<file path="config.mk">
export PLATFORM = sky130hd
export DESIGN_NAME = packet_receiver
export DESIGN_NICKNAME = d
export VERILOG_FILES = /design/src/rtl/packet_receiver_pkg.sv /design/src/rtl/packet_receiver_hex_nibble_decoder.sv /design/src/rtl/packet_receiver.sv
export SDC_FILE = /design/constraint.sdc
export NUM_CORES = 1
export LEC_CHECK = 0
export ABC_CLOCK_PERIOD_IN_PS = 35800
export BUFFER_PORTS_ARGS = -buffer_cell sky130_fd_sc_hd__buf_2
export CAP_MARGIN = 25
export CELL_PAD_IN_SITES_DETAIL_PLACEMENT = 1
export CELL_PAD_IN_SITES_GLOBAL_PLACEMENT = 2
export CORE_AREA = 2 2 213 215
export CTS_CLUSTER_SIZE = 28
export DETAILED_ROUTE_END_ITERATION = 7
export DIE_AREA = 0 0 215 217
export PLACE_DENSITY_LB_ADDON = 0.1
export SYNTH_ARGS = -nofsm -noshare
export SYNTH_HDL_FRONTEND = slang
export SYNTH_SLANG_ARGS = --single-unit
</file>
<file path="constraint.sdc">
create_clock -name clk -period 35.8 [get_ports clk]
set_input_delay 5.37 -clock clk [delete_from_list [all_inputs] [get_ports clk]]
set_output_delay 5.37 -clock clk [all_outputs]
set_load 0.01 [all_outputs]
</file>
<file path="src/rtl/packet_receiver_pkg.sv">
// Shared definitions for the telemetry packet receive path.
// Holds the payload/packet size formulas, header field offsets, error codes,
// the receiver state type and the ASCII-hex decode helper (also used by the
// command parser).
package packet_receiver_pkg;

  typedef enum logic [1:0] {
    S_IDLE,
    S_SHIFT,
    S_DRAIN,
    S_CHECK
  } state_t;

  localparam int HDR_W  = 64;
  localparam int FOOT_W = 64;

  // Header field LSB positions (header is the first 64 bits on the wire).
  localparam int HDR_RES_LSB  = 56;
  localparam int HDR_NIN_LSB  = 48;
  localparam int HDR_DLY_LSB  = 36;
  localparam int HDR_LAGA_LSB = 28;
  localparam int HDR_LAGC_LSB = 20;
  localparam int HDR_FLAG_LSB = 16;
  localparam int HDR_TICK_LSB = 0;

  localparam logic [2:0] ERR_SHORT   = 3'd1;
  localparam logic [2:0] ERR_LONG    = 3'd2;
  localparam logic [2:0] ERR_BADCHAR = 3'd3;
  localparam logic [2:0] ERR_TIMEOUT = 3'd4;
  localparam logic [2:0] ERR_HEADER  = 3'd5;

  localparam logic [7:0] CHAR_CR = 8'h0D;

  function automatic int payload_size(input int num_inputs, input int lag_auto,
                                      input int lag_cross, input int has_cc,
                                      input int resolution);
    int nb;
    nb = num_inputs * (num_inputs - 1) / 2;
    return ((has_cc * nb * (2 * lag_cross - 1) + num_inputs * lag_auto) * 2
            + num_inputs) * resolution;
  endfunction

  function automatic int packet_size(input int payload_bits);
    return payload_bits + HDR_W + FOOT_W;
  endfunction

  // Returns {is_hex, nibble}; nibble is 0 for non-hex characters.
  function automatic logic [4:0] hex_to_nibble(input logic [7:0] c);
    if (c >= 8'h30 && c <= 8'h39) return {1'b1, 4'(c - 8'h30)};
    if (c >= 8'h41 && c <= 8'h46) return {1'b1, 4'(c - 8'h37)};
    if (c >= 8'h61 && c <= 8'h66) return {1'b1, 4'(c - 8'h57)};
    return 5'b0_0000;
  endfunction

endpackage

</file>
<file path="src/rtl/packet_receiver_hex_nibble_decoder.sv">
// Combinational ASCII-hex character decoder.
// Ports: ch (8-bit character in), nibble (4-bit value out), is_hex (char is
// one of 0-9, A-F, a-f).
module hex_nibble_decoder
  import packet_receiver_pkg::*;
(
  input  logic [7:0] ch,
  output logic [3:0] nibble,
  output logic       is_hex
);

  always_comb begin
    {is_hex, nibble} = hex_to_nibble(ch);
  end

endmodule

</file>
<file path="src/rtl/packet_receiver.sv">
// Receive side of the correlator telemetry link: reassembles one packet
// (64-bit header, payload, 64-bit timestamp footer, MSB first) from a byte
// stream, validates the header and presents the fields in parallel.
// Ports:
//   clk, reset            clock, asynchronous active-high reset
//   rx_data, rx_valid     incoming byte and its one-cycle strobe
//   payload, timestamp,   fields of the last good packet
//   tick
//   pkt_valid, pkt_error  one-cycle pulses per good / bad packet
//   error_code            cause of the last error (held)
//   pkt_count, err_count  saturating good / bad packet counters
module packet_receiver
  import packet_receiver_pkg::*;
#(
  parameter int NUM_INPUTS          = 2,
  parameter int LAG_AUTO            = 1,
  parameter int LAG_CROSS           = 1,
  parameter int DELAY_SIZE          = 0,
  parameter int RESOLUTION          = 8,
  parameter int HAS_CROSSCORRELATOR = 1,
  parameter int BINARY              = 0,
  parameter int TIMEOUT_CYCLES      = 1000000,
  localparam int PAYLOAD_SIZE = payload_size(NUM_INPUTS, LAG_AUTO, LAG_CROSS,
                                             HAS_CROSSCORRELATOR, RESOLUTION)
) (
  input  logic                    clk,
  input  logic                    reset,
  input  logic [7:0]              rx_data,
  input  logic                    rx_valid,
  output logic [PAYLOAD_SIZE-1:0] payload,
  output logic [63:0]             timestamp,
  output logic [15:0]             tick,
  output logic                    pkt_valid,
  output logic                    pkt_error,
  output logic [2:0]              error_code,
  output logic [15:0]             pkt_count,
  output logic [15:0]             err_count
);

  localparam int PACKET_SIZE = packet_size(PAYLOAD_SIZE);
  localparam logic [15:0] N_UNITS = 16'((BINARY != 0) ? PACKET_SIZE / 8 : PACKET_SIZE / 4);
  localparam logic [31:0] TO_LIM  = 32'(TIMEOUT_CYCLES - 1);

  state_t                 state;
  logic [PACKET_SIZE-1:0] shift_q;
  logic [PACKET_SIZE-1:0] shift_next;
  logic [15:0]            cnt;
  logic [31:0]            gap;
  logic                   pend_valid;
  logic [7:0]             pend_data;

  logic                   in_valid;
  logic [7:0]             in_data;
  logic [3:0]             nibble;
  logic                   is_hex;
  logic                   is_cr;
  logic                   timeout;
  logic [63:0]            hdr;
  logic                   hdr_ok;
  logic                   err_fire;
  logic [2:0]             err_code_n;

  // A byte that lands during the single CHECK cycle is held for one cycle
  // and replayed in IDLE, so it still starts the next packet.
  always_comb begin
    in_valid = rx_valid | pend_valid;
    in_data  = pend_valid ? pend_data : rx_data;
  end

  hex_nibble_decoder u_dec (
    .ch     (in_data),
    .nibble (nibble),
    .is_hex (is_hex)
  );

  always_comb begin
    is_cr   = (in_data == CHAR_CR);
    timeout = !in_valid && (gap == TO_LIM);
    if (BINARY != 0) shift_next = {shift_q[PACKET_SIZE-9:0], in_data};
    else             shift_next = {shift_q[PACKET_SIZE-5:0], nibble};
  end

  // Header check; tick and flags[3:1] are don't-care.
  always_comb begin
    hdr    = shift_q[PACKET_SIZE-1 -: 64];
    hdr_ok = (hdr[HDR_RES_LSB  +: 8]  == 8'(RESOLUTION))
          && (hdr[HDR_NIN_LSB  +: 8]  == 8'(NUM_INPUTS - 1))
          && (hdr[HDR_DLY_LSB  +: 12] == 12'(DELAY_SIZE))
          && (hdr[HDR_LAGA_LSB +: 8]  == 8'(LAG_AUTO - 1))
          && (hdr[HDR_LAGC_LSB +: 8]  == 8'(LAG_CROSS - 1))
          && ((hdr[HDR_FLAG_LSB +: 4] & 4'h1) == 4'(HAS_CROSSCORRELATOR));
  end

  // Error detection per state; at most one error per cycle, and each bad
  // packet produces exactly one because every error exits SHIFT/CHECK.
  always_comb begin
    err_fire   = 1'b0;
    err_code_n = '0;
    case (state)
      S_IDLE: begin
        if (in_valid && BINARY == 0 && !is_hex && !is_cr) begin
          err_fire = 1'b1; err_code_n = ERR_BADCHAR;
        end
      end
      S_SHIFT: begin
        if (in_valid) begin
          if (BINARY == 0) begin
            if (is_cr) begin
              if (cnt != N_UNITS) begin err_fire = 1'b1; err_code_n = ERR_SHORT; end
            end else if (is_hex) begin
              if (cnt == N_UNITS) begin err_fire = 1'b1; err_code_n = ERR_LONG; end
            end else begin
              err_fire = 1'b1; err_code_n = ERR_BADCHAR;
            end
          end
        end else if (timeout) begin
          err_fire = 1'b1; err_code_n = ERR_TIMEOUT;
        end
      end
      S_DRAIN: begin
        if (timeout) begin err_fire = 1'b1; err_code_n = ERR_TIMEOUT; end
      end
      S_CHECK: begin
        if (!hdr_ok) begin err_fire = 1'b1; err_code_n = ERR_HEADER; end
      end
      default: ;
    endcase
  end

  always_ff @(posedge clk or posedge reset) begin
    if (reset) begin
      state      <= S_IDLE;
      shift_q    <= '0;
      cnt        <= '0;
      gap        <= '0;
      pend_valid <= 1'b0;
      pend_data  <= '0;
      payload    <= '0;
      timestamp  <= '0;
      tick       <= '0;
      pkt_valid  <= 1'b0;
      pkt_error  <= 1'b0;
      error_code <= '0;
      pkt_count  <= '0;
      err_count  <= '0;
    end else begin
      pkt_valid  <= 1'b0;
      pkt_error  <= 1'b0;
      pend_valid <= 1'b0;

      if (err_fire) begin
        pkt_error  <= 1'b1;
        error_code <= err_code_n;
        if (err_count != '1) err_count <= err_count + 1'b1;
      end

      if (in_valid)                               gap <= '0;
      else if (state == S_SHIFT || state == S_DRAIN) gap <= gap + 1'b1;
      else                                        gap <= '0;

      case (state)
        S_IDLE: begin
          if (in_valid) begin
            if (BINARY != 0 || is_hex) begin
              shift_q <= shift_next;
              cnt     <= 16'd1;
              state   <= S_SHIFT;
            end else if (!is_cr) begin
              state <= S_DRAIN;
            end
          end
        end
        S_SHIFT: begin
          if (in_valid) begin
            if (BINARY != 0) begin
              shift_q <= shift_next;
              cnt     <= cnt + 16'd1;
              if (cnt + 16'd1 == N_UNITS) state <= S_CHECK;
            end else if (is_cr) begin
              state <= (cnt == N_UNITS) ? S_CHECK : S_IDLE;
            end else if (is_hex) begin
              if (cnt == N_UNITS) begin
                state <= S_DRAIN;
              end else begin
                shift_q <= shift_next;
                cnt     <= cnt + 16'd1;
              end
            end else begin
              state <= S_DRAIN;
            end
          end else if (timeout) begin
            state <= S_IDLE;
          end
        end
        S_DRAIN: begin
          if (in_valid) begin
            if (is_cr) state <= S_IDLE;
          end else if (timeout) begin
            state <= S_IDLE;
          end
        end
        S_CHECK: begin
          state <= S_IDLE;
          if (hdr_ok) begin
            payload   <= shift_q[PAYLOAD_SIZE+FOOT_W-1:FOOT_W];
            timestamp <= shift_q[FOOT_W-1:0];
            tick      <= hdr[HDR_TICK_LSB +: 16];
            pkt_valid <= 1'b1;
            if (pkt_count != '1) pkt_count <= pkt_count + 1'b1;
          end
          if (rx_valid) begin
            pend_valid <= 1'b1;
            pend_data  <= rx_data;
          end
        end
        default: state <= S_IDLE;
      endcase
    end
  end

endmodule

</file>
-- After elaboration in Yosys (flattened, before gate mapping)
Index checks and enable logic that the tools add are counted.
- reductions and logical operators: 26
- equal/unequal tests: 20
- bitwise gates (word level): 1
- $add $sub $neg: 7
- $lt $le $gt $ge: 6
- muxes and demuxes: 64
- operator list (cell ; count):
    192-bit two-way mux ; 6
    192-bit case mux with 2 select lines ; 1
    16-bit two-way mux ; 6
    32-bit two-way mux ; 2
    16-bit by 1-bit adder with 16-bit output, second input constant ; 3
    32-bit by 1-bit adder with 32-bit output, second input constant ; 1
    32-bit by 20-bit == test with 1-bit output, second input constant ; 1
    16-bit != test, second input constant ; 2
    16-bit case mux with 2 select lines ; 1
    5-bit two-way mux ; 6
    2-bit two-way mux ; 13
    1-bit two-way mux ; 20
    16-bit by 6-bit == test with 1-bit output, second input constant ; 1
    8-bit by 4-bit == test with 1-bit output, second input constant ; 2
    8-bit by 7-bit >= comparator with 1-bit output, second input constant ; 2
    8-bit by 7-bit <= comparator with 1-bit output, second input constant ; 2
    8-bit logical NOT ; 2
    16-bit by 6-bit != test with 1-bit output, second input constant ; 1
    3-bit two-way mux ; 5
    12-bit logical NOT ; 1
    2-bit != test, second input constant ; 6
    3-bit case mux with 4 select lines ; 1
    1-bit logical AND ; 11
    8-bit by 1-bit == test with 1-bit output, second input constant ; 1
    20 further kinds ; 27
- flip-flop bits (word level): 432
- word-level logic and storage cells: 138
- output and inout port bits: 181
- bits of input ports: 11

-- Depth between registers and ports, before layout
Gate-level depths: netlist of run 1.
- word-level depth: 16
- mapped depth: 15

-- Cells and area by module
A second synthesis of run 1 with hierarchy kept.
- cell total of the unflattened synthesis: 1245
- area, all modules: 17633.2 µm²
- by module, submodules not included (module ; times used ; area an instance (µm²) ; cells an instance):
    packet_receiver ; 1 ; 17443.0 ; 1220
    hex_nibble_decoder ; 1 ; 190.2 ; 25

-- Least setup slack after synthesis of run 1
OpenSTA, ideal clock, no wires.
- kind: input to register
- start: input port rx_data[0]
- end: register err_count[9]
- data required time: 35.721 ns
- stages on the path: 11
- arrival time: 7.528 ns
- path slack: 28.193 ns
- path through: mux2i_1 inv_1 ha_1 or2_2 a21oi_1 o32ai_2 a211oi_1 o21ai_1 buf_2 nor4_4 xor2_1
- cells in the longest elaborated chain, start to end: 15
- elaborated cells between the ends (all ways): 32
- classes of those cells: order compare (6); eq/ne (1); mux (17); reduce/logical (8)
- ends and longest elaborated chain (item ; RTL line ; source):
    start: declaration ; packet_receiver.sv:28 ; input logic [7:0] rx_data,
    8-bit two-way mux (*) ; packet_receiver.sv:67 ; in_data = pend_valid ? pend_data : rx_data;
    8-bit by 7-bit >= comparator with 1-bit output / 8-bit by 7-bit <= comparator with 1-bit output (equally long branches) ; packet_receiver_pkg.sv:51 ; if (c >= 8'h61 && c <= 8'h66) return {1'b1, 4'(c - 8'h57)};
    1-bit logical AND ; packet_receiver_pkg.sv:51 ;
    1-bit two-way mux (2 in series) ; packet_receiver_pkg.sv:51 ;
    1-bit two-way mux ; packet_receiver_pkg.sv:50 ; if (c >= 8'h41 && c <= 8'h46) return {1'b1, 4'(c - 8'h37)};
    5-bit two-way mux ; packet_receiver_pkg.sv:52 ; return 5'b0_0000;
    5-bit two-way mux ; packet_receiver_pkg.sv:51 ;
    5-bit two-way mux ; packet_receiver_pkg.sv:50 ;
    1-bit logical NOT ; packet_receiver.sv:101 ; if (in_valid && BINARY == 0 && !is_hex && !is_cr) begin
    1-bit logical AND (2 in series) ; packet_receiver.sv:101 ;
    1-bit two-way mux ; packet_receiver.sv:101 ;
    1-bit case mux with 4 select lines (*) ; packet_receiver.sv:99 ; case (state)
    2-bit AND reduction (no source line) (*) ; -- ;
    end signal: assignment ; packet_receiver.sv:154 ; if (err_count != '1) err_count <= err_count + 1'b1;
    end: declaration ; packet_receiver.sv:37 ; output logic [15:0] err_count
Every way passes the cells marked *; elsewhere a longest branch is shown, timed or not. The select of a mux whose other input is x is not followed.
A chain may end at the register's enable or synchronous reset.

-- Worst setup path after layout of run 1
- start: input port rx_data[1]
- end: register shift_q[102]
- cells in the longest elaborated chain, start to end: 11
- elaborated cells between the ends (all ways): 26
- classes of those cells: order compare (6); eq/ne (4); mux (12); reduce/logical (4)
- ends and longest elaborated chain (item ; RTL line ; source):
    8-bit two-way mux (*) ; packet_receiver.sv:67 ;
    8-bit by 7-bit >= comparator with 1-bit output / 8-bit by 7-bit <= comparator with 1-bit output (equally long branches) ; packet_receiver_pkg.sv:51 ;
    1-bit logical AND ; packet_receiver_pkg.sv:51 ;
    1-bit two-way mux (2 in series) ; packet_receiver_pkg.sv:51 ;
    1-bit two-way mux ; packet_receiver_pkg.sv:50 ;
    5-bit two-way mux ; packet_receiver_pkg.sv:52 ;
    5-bit two-way mux ; packet_receiver_pkg.sv:51 ;
    5-bit two-way mux ; packet_receiver_pkg.sv:50 ;
    2-bit != test (no source line) ; -- ;
    7-bit AND reduction (no source line) (*) ; -- ;
    end signal: assignment ; packet_receiver.sv:165 ; shift_q <= shift_next;
    end signal: assignment ; packet_receiver.sv:176 ; shift_q <= shift_next;
    end signal: assignment ; packet_receiver.sv:185 ; shift_q <= shift_next;
    end: declaration ; packet_receiver.sv:45 ; logic [PACKET_SIZE-1:0] shift_q;
Marked as above.

==> results.yml, run 1 <==
status:
  outcome: "finished clean"
setup_path:
  endpoint_kind: "register"
  critical_path.max_fanout: 77
  path_class: "in -> reg"
  r2r_cells: 9
  arrival_ns: 8.88
  crit_path_start_kind: "input port"
  cp.required_ns: 36.26
place:
  dp_slack_ns: 26.72
  place_inst: 1984
  place_congestion: 0.720
  dp_hpwl_um: 25200
  placed_area_sq_um: 19100
  place.port_buffers: 191
timing:
  skew_ns: 0.0174
  hold_ws_ns: 0.479
  tightest_slew_ns: 0.984
  timing.fmax_ghz: 0.119
  tns_ns: 0
  period_minus_slack_ns: 8.42
  drv_slew: 0
  slew_headroom_pct: 34.4
  fin_ws_ns: 27.38
  finalHoldViolations: 0
  finalSetupViolations: 0
  fin_crit_sh_pct: 23.5
  rsz0062_at_grt: "false"
global_route:
  gr-total-overflow: 0
  grt_start_max_net_pins: 172
  grt_pass1_wl_um: 63000
  grt.total_usage_pct: 16.7
  antenna_found_initial: 0
  grt_pass1_vias: 11168
clock_network:
  htreeDepth: 2
  holdBufCountCts: 0
  insertion_delay_ns: 0.58
  cts_setup_buffers: 0
  cts.repair.resized: 0
  clkSlewWorstSetupHoldPaths_ns: 0.06
  clock_path_buffers: 3
  root_buffer: "clkbuf_16"
  clock_sinks: 432
  cts_tree: "yes"
  cts-buffers-inserted: 48
floorplanning:
  start_util_pct: 39.3
  num_io_pins: 192
  core_region_area_sq_um: 44700
  num_rows: 78
  dieArea_sq_um: 46700
  die_w_um: 215
  die_h_um: 217
route:
  wl_per_cell_um: 18.5
  vias: 10383
  ant_nets: 0
  via_per_inst: 5.02
  drcViolationCount: 0
  wl_um: 38300
  first_pass_iters: 4
  drt_iter0_drc: 391
synth:
  synth-compound-area-share_pct: 2.04
  syn_area_per_cell_sq_um: 14.3
  ys_ff_latch: 432
  synth.distinct_cells: 57
  synth_edf_count: 0
  synthCells: 1233
  synthFlopType: "dfrtp_1"
  synth_simple_gate_area_share_pct: 7.68
  synthAdderAreaFrac_pct: 0.854
  ys_seq_area_share_pct: 61.5
  synth_top_family_by_area: "multiplexers"
  synth.area.mux_share_pct: 22.3
  syn_area_sq_um: 17600
  yosysWarnings: 0
  synth_nets: 1256
  synthXorXnorAreaFrac_pct: 3.19
  async_flop_share_pct: 100
final_layout:
  design_area_sq_um: 20600
  post-route-util_pct: 46.1
  drive_gt1_share_pct: 40.8
  final_common_cell: "dfrtp_1"
  antenna_cells: 0
  area_delta_synth_final_pct: 17.4
  final_cell_mix: "dfrtp_1, mux2_2, buf_2, nor2_1, clkbuf_16"
  nets: 1459
  final_cells: 2070
power_and_ir_drop:
  ir_worst_vdd_mv: 0.0286
  power_mw: 1.09
  powerDensity_nw_per_um2: 52.7
  leakage_nw: 10.6
worst_hold_path:
  hold_path_class: "reg -> reg"
  hold_depth: 1
run:
  maxCapViolations: 0
## area by class of cell
type | instances | area [sq um]
Clock inverter | 7 | 96.3
Sequential cell | 432 | 10800
Clock buffer | 77 | 1410
Timing Repair Buffer | 204 | 1120
Fill cell | 4563 | 24100
Multi-Input combinational cell | 729 | 6350
Inverter | 21 | 86.3
Tap cell | 600 | 751
## where the power goes
group | switching, mW | internal, mW | leakage, nW | total [mW]
Combinational | 0.0478 | 0.0332 | 3.89 | 0.0811
Clock | 0.193 | 0.283 | 0.735 | 0.476
Sequential | 0.0212 | 0.509 | 5.98 | 0.530
Total | 0.263 | 0.825 | 10.6 | 1.09
## worst paths after layout
| path | end | slack, ns | startpoint |
|---|---|---|---|
| worst max-delay path | shift_q[102] | 27.38 | rx_data[1] |
| min in group asynchronous | pkt_count[7] | 4.83 | reset |
| worst max register to register | shift_q[102] | 31.43 | pend_valid |
| max in group asynchronous | shift_q[10] | 28.51 | reset |
| worst min-delay path | err_count[9] | 0.48 | err_count[9] |
| worst min register to register | err_count[9] | 0.48 | err_count[9] |
## flip-flops by register name (all words and copies together) (netlist names)
signal / flops
cnt: 16
err_count: 16
error_code: 3
gap: 32
payload: 64
pend_data: 8
pend_valid: 1
pkt_count: 16
pkt_error: 1
pkt_valid: 1
shift_q: 192
state: 2
tick: 16
timestamp: 64
## cells in the mapped netlist (all sizes together) (4+ instances only)
cell type | instances | share of area [%]
clkbuf | 8 | 0.17
nor3b | 5 | 0.21
inv | 21 | 0.45
a21oi | 11 | 0.31
nand2 | 34 | 0.73
or3 | 4 | 0.14
o22ai | 4 | 0.14
buf | 43 | 1.8
nor3 | 14 | 0.40
and4 | 8 | 0.40
nand3 | 39 | 1.1
o21ai | 15 | 0.43
nor4 | 17 | 0.69
xnor2 | 23 | 1.1
dfrtp | 432 | 62
and2 | 5 | 0.18
nor4b | 5 | 0.25
xor2 | 41 | 2.0
mux2 | 345 | 22
nor2 | 66 | 1.4
and3 | 16 | 0.57
ha | 12 | 0.85
nand4 | 24 | 0.85
## metal layers
| metal | vias up | GRT usage (%) | wire [um] |
|---|---|---|---|
| met2 | 140 | 26.4 | 17800 |
| met1 | 5406 | 22.8 | 17900 |
| met4 | 0 | 5.29 | 850 |
| met5 | - | 0 | 0 |
| li1 | 4781 | - | - |
| met3 | 56 | 3.96 | 1750 |
## kinds of logic after synthesis
group	after synthesis
adder cells (fa/ha/maj)	12
AND/OR/NAND/NOR	253
buffers and inverters	72
AO/OA/AOI/OAI	52
multiplexers	348
XOR/XNOR	64
flip-flops	432
## critical path, stage by stage
cell and delay [ns]:
buf_2 0.11, mux2_2 0.28, inv_1 0.09, ha_1 0.18
and3b_1 0.21, o32ai_2 0.37, o211a_4 0.27, buf_4 0.75
buf_4 0.76, mux2_2 0.41
Note: power is estimated with default switching activity, not from simulation.
==> run 2, diff against run 1 <==
--- a/config.mk
+++ b/config.mk
@@ -5,15 +5,15 @@
 export SDC_FILE = /design/constraint.sdc
 export NUM_CORES = 1
 export LEC_CHECK = 0
-export ABC_CLOCK_PERIOD_IN_PS = 35800
+export ABC_CLOCK_PERIOD_IN_PS = 6800
 export BUFFER_PORTS_ARGS = -buffer_cell sky130_fd_sc_hd__buf_2
 export CAP_MARGIN = 25
 export CELL_PAD_IN_SITES_DETAIL_PLACEMENT = 1
 export CELL_PAD_IN_SITES_GLOBAL_PLACEMENT = 2
-export CORE_AREA = 2 2 213 215
+export CORE_AREA = 2 2 221 223
 export CTS_CLUSTER_SIZE = 28
 export DETAILED_ROUTE_END_ITERATION = 7
-export DIE_AREA = 0 0 215 217
+export DIE_AREA = 0 0 223 225
 export PLACE_DENSITY_LB_ADDON = 0.1
 export SYNTH_ARGS = -nofsm -noshare
 export SYNTH_HDL_FRONTEND = slang
==> constraint.sdc (replaced) <==
create_clock -name clk -period 6.8 [get_ports clk]
set_input_delay 1.02 -clock clk [delete_from_list [all_inputs] [get_ports clk]]
set_output_delay 1.02 -clock clk [all_outputs]
set_load 0.01 [all_outputs]
==> run 2 against run 1 <==
Global-route usage down 1.1 points. Largest cell class unchanged. Highest routed layer unchanged. Critical endpoint is now shift_q[13]. Routed wire length is essentially flat. Sequential power increased to 5.3 times the previous value. Critical path type is now reg -> reg.
==> results.yml, run 2 (same netlist as run 1, synthesis figures left out) <==
status:
  outcome: "finished clean"
clock_network:
  cts-buffers-inserted: 49
  root_buffer: "clkbuf_16"
  cts.repair.resized: 0
  clock_sinks: 432
  clock_path_buffers: 3
  clkSlewWorstSetupHoldPaths_ns: 0.06
  cts_setup_buffers: 0
  htreeDepth: 2
  insertion_delay_ns: 0.57
  cts_tree: "yes"
  holdBufCountCts: 0
floorplanning:
  num_io_pins: 192
  num_rows: 80
  dieArea_sq_um: 50200
  core_region_area_sq_um: 47500
  die_h_um: 225
  die_w_um: 223
  start_util_pct: 37.0
timing:
  fin_ws_ns: 2.76
  slew_headroom_pct: 29.2
  fin_crit_sh_pct: 59.4
  tightest_slew_ns: 1.06
  finalHoldViolations: 0
  skew_ns: 0.0205
  drv_slew: 0
  rsz0062_at_grt: "false"
  period_minus_slack_ns: 4.04
  hold_ws_ns: 0.330
  timing.fmax_ghz: 0.248
  finalSetupViolations: 0
worst_hold_path:
  hold_path_class: "in -> async"
setup_path:
  r2r_setup_slack_ns: 2.76
  cp.required_ns: 7.24
  worstPathCellList: "mux2_2, inv_1, ha_1, and3b_1, o32ai_2, o211a_4, buf_12, mux2_2"
  crit_buf_inv: 2
  critical_path.max_fanout: 176
  cp_slowest_stage_delay_ns: 0.68
  critPathMostFrequentCell: "mux2_2"
  crit_path_start_kind: "register"
  path_class: "reg -> reg"
  endpoint_kind: "register"
  crit_slowest_cell: "dfrtp_1"
  crit_family: "compound AO/OA/AOI/OAI gates"
  arrival_ns: 4.48
route:
  drt_iter0_drc: 441
  drcViolationCount: 0
  ant_nets: 0
  vias: 10350
  wl_per_cell_um: 18.3
  wl_um: 38300
  via_per_inst: 4.96
  first_pass_iters: 4
power_and_ir_drop:
  powerDensity_nw_per_um2: 278
  ir_worst_vdd_mv: 0.158
  switchingPower_mw: 1.40
  p_sw_share_pct: 24.5
  pwr-share-seq_pct: 48.7
  power_mw: 5.74
  leakage_nw: 10.6
  comb_power_share_pct: 7.5
  clockPowerShare_pct: 43.8
  p_int_mw: 4.33
place:
  dp_hpwl_um: 24900
  place_congestion: 0.735
  place_inst: 1999
  dp_slack_ns: 2.45
  place.port_buffers: 191
global_route:
  grt_pass1_vias: 10995
  grt_pass1_wl_um: 62800
  gr-total-overflow: 0
  grt_start_max_net_pins: 177
  met2_usage_pct: 24.1
  top_usage_layer: "met2"
  grt.total_usage_pct: 15.6
  use_met3_pct: 4.54
  antenna_found_initial: 1
  met1_usage_pct: 21.1
final_layout:
  regMostFlops: "shift_q"
  final_common_cell: "dfrtp_1"
  area_delta_synth_final_pct: 17.5
  largest_register_ffs: 192
  post-route-util_pct: 43.4
  final_cell_mix: "dfrtp_1, mux2_2, buf_2, nor2_1, clkbuf_16"
  drive_gt1_share_pct: 41.3
  final_cells: 2088
  nets: 1460
  reg_top3: "shift_q (192), payload (64), timestamp (64)"
run:
  maxCapViolations: 0
==> run 2: cell count changes in the layout (fill, tap and decap cells not counted), moves of 2 or more <==
| cell | delta |
|---|---|
| clkinvlp_4 | +2 |
| inv_6 | +3 |
| clkinv_2 | +5 |
| clkbuf_1 | -6 |
==> run 2: area by class of cell <==
cell class / count / area (sq um)
sequential: 432 / 10800
antenna: 1 / 2.50
clock inverter: 15 / 139
timing repair buffer: 204 / 1120
fill: 4841 / 26900
tap: 615 / 769
inverter: 21 / 82.6
multi-input combinational: 729 / 6350
clock buffer: 71 / 1380
==> run 2: final timing paths <==
| kind | from | endpoint | depth (start not counted) |
|---|---|---|---|
| hold / removal | reset | payload[58] | 2 |
| max in group asynchronous | reset | pend_data[1] | 4 |
| hold reg to reg | pkt_count[8] | pkt_count[8] | 1 |
| setup / recovery | pend_valid | shift_q[13] | 8 |
| min in group clk | pkt_count[8] | pkt_count[8] | 1 |
| setup reg to reg | pend_valid | shift_q[13] | 8 |
==> run 2: power by group through the flow <==
stage	Sequential (mW)	Combinational, mW	Clock (mW)
after floorplan	2.80	0.302	0
after detailed placement	2.84	0.435	0
final	2.79	0.431	2.51
after CTS	2.79	0.439	2.62
after global routing	2.81	0.487	2.71
after global placement	2.84	0.416	0
==> run 2: routing by layer <==
metal,routed length [um],share of wire [%],up-vias
li1,-,-,4785
met1,17800,47,5353
met2,17400,45,154
met3,2200,5.8,58
met4,877,2.3,0
met5,0,0,-
==> run 2: per-stage QoR <==
step	cell area (sq um)	setup TNS, ns
4_1_cts	20600	0
2_1_floorplan	17600	-23.05
5_1_grt	20600	0
3_5_place_dp	19100	0
6_report	20600	0
3_3_place_gp	19100	0
==> run 3, diff against run 2 <==
--- a/config.mk
+++ b/config.mk
@@ -5,7 +5,7 @@
 export SDC_FILE = /design/constraint.sdc
 export NUM_CORES = 1
 export LEC_CHECK = 0
-export ABC_CLOCK_PERIOD_IN_PS = 6800
+export ABC_CLOCK_PERIOD_IN_PS = 3260
 export BUFFER_PORTS_ARGS = -buffer_cell sky130_fd_sc_hd__buf_2
 export CAP_MARGIN = 25
 export CELL_PAD_IN_SITES_DETAIL_PLACEMENT = 1
==> constraint.sdc (replaced) <==
create_clock -name clk -period 3.26 [get_ports clk]
set_input_delay 0.489 -clock clk [delete_from_list [all_inputs] [get_ports clk]]
set_output_delay 0.489 -clock clk [all_outputs]
set_load 0.01 [all_outputs]
==> run 3 against run 2 <==
Final area rose by 1.7%. Count of clock-buffer cells in the layout rose by 4. Largest cell class unchanged. Sequential cell count did not move. Largest power group unchanged. Sequential power rose by 110%. Critical path depth rose by 1. Combinational power rose by 110%. Highest routed layer unchanged.
==> results.yml, run 3 (same netlist as run 1, synthesis figures left out) <==
global_route:
  top_usage_layer: "met2"
  grt_start_max_net_pins: 128
  grt.total_usage_pct: 15.9
  grt_pass1_wl_um: 63900
  gr-total-overflow: 0
  grt_pass1_vias: 11334
  antenna_found_initial: 1
  met2_usage_pct: 25.4
  met1_usage_pct: 20.9
  use_met3_pct: 5.33
setup_path:
  cp.required_ns: 3.72
  crit_path_start_kind: "register"
  critPathMostFrequentCell: "mux2_2"
  path_class: "reg -> reg"
  worstPathCellList: "mux2_2, inv_1, ha_1, and3b_1, o32ai_2, a211oi_1, o21ai_1, buf_4, mux2_2"
  critical_path.max_fanout: 9
  crit_family: "compound AO/OA/AOI/OAI gates"
  endpoint_kind: "register"
  crit_buf_inv: 2
  arrival_ns: 3.47
  crit_slowest_cell: "o21ai_1"
  cp_slowest_stage_delay_ns: 0.70
timing:
  hold_ws_ns: 0.0310
  fin_crit_sh_pct: 92.2
  drv_slew: 0
  period_minus_slack_ns: 3.00
  rsz0062_at_grt: "false"
  timing.fmax_ghz: 0.333
  fin_ws_ns: 0.256
  tns_ns: 0
  finalSetupViolations: 0
  skew_ns: 0.0165
  tightest_slew_ns: 0.896
  finalHoldViolations: 0
  slew_headroom_pct: 40.2
floorplanning:
  num_io_pins: 192
  dieArea_sq_um: 50200
  die_h_um: 225
  die_w_um: 223
  core_region_area_sq_um: 47500
  start_util_pct: 37.0
  num_rows: 80
final_layout:
  design_area_sq_um: 21000
  largest_register_ffs: 192
  area_delta_synth_final_pct: 19.5
  regMostFlops: "shift_q"
  final_cell_mix: "dfrtp_1, mux2_2, buf_2, nor2_1, clkbuf_16"
  drive_gt1_share_pct: 42.5
  nets: 1483
  reg_top3: "shift_q (192), payload (64), timestamp (64)"
  final_common_cell: "dfrtp_1"
  post-route-util_pct: 44.2
  final_cells: 2113
  antenna_cells: 0
route:
  first_pass_iters: 4
  vias: 10521
  via_per_inst: 4.98
  wl_um: 38800
  ant_nets: 0
  drcViolationCount: 0
  wl_per_cell_um: 18.4
  drt_iter0_drc: 395
clock_network:
  holdBufCountCts: 0
  insertion_delay_ns: 0.59
  cts_tree: "yes"
  cts.repair.resized: 0
  clock_path_buffers: 3
  htreeDepth: 2
  clkSlewWorstSetupHoldPaths_ns: 0.06
  root_buffer: "clkbuf_16"
  cts_setup_buffers: 0
  cts-buffers-inserted: 49
  clock_sinks: 432
place:
  placed_area_sq_um: 19400
  dp_hpwl_um: 26000
  dp_slack_ns: 0.0805
  place_inst: 2024
  place_congestion: 0.737
  place.port_buffers: 191
worst_hold_path:
  hold_path_class: "in -> async"
power_and_ir_drop:
  leakage_nw: 10.8
  powerDensity_nw_per_um2: 579
  ir_worst_vdd_mv: 0.419
  power_mw: 12.2
status:
  outcome: "finished clean"
run:
  maxCapViolations: 0
[run 3: report_power, final]
| group | switching [mW] | total, mW | internal, mW |
|---|---|---|---|
| Sequential | 0.257 | 5.84 | 5.58 |
| Clock | 2.22 | 5.40 | 3.18 |
| Combinational | 0.533 | 0.922 | 0.388 |
[run 3: area by class of cell]
type,instances,area (sq um)
clock buffers,75,1470
well taps,615,769
repair buffers,227,1400
flip-flops and latches,432,10800
clock inverters,14,130
fillers,4844,26500
multi-input cells,729,6350
inverters,21,82.6
[run 3: path summary, 6_finish.rpt]
kind                              start             to  slack, ns  cells after the start
max in group asynchronous         reset  timestamp[41]       2.22                      3
min reg2reg                pkt_count[8]   pkt_count[8]       0.49                      1
min in group clk             rx_data[7]   pend_data[7]       0.18                      2
max reg2reg                  pend_valid   err_count[1]       0.26                      9
min                               reset   shift_q[126]       0.03                      2
max                          pend_valid   err_count[1]       0.26                      9
[run 3: per-layer routing]
metal	vias up	wire, um	part of all wire (%)
met5	-	0	0
met4	0	673	1.7
met3	50	2550	6.6
met2	158	17900	46
met1	5468	17700	46
li1	4845	-	-
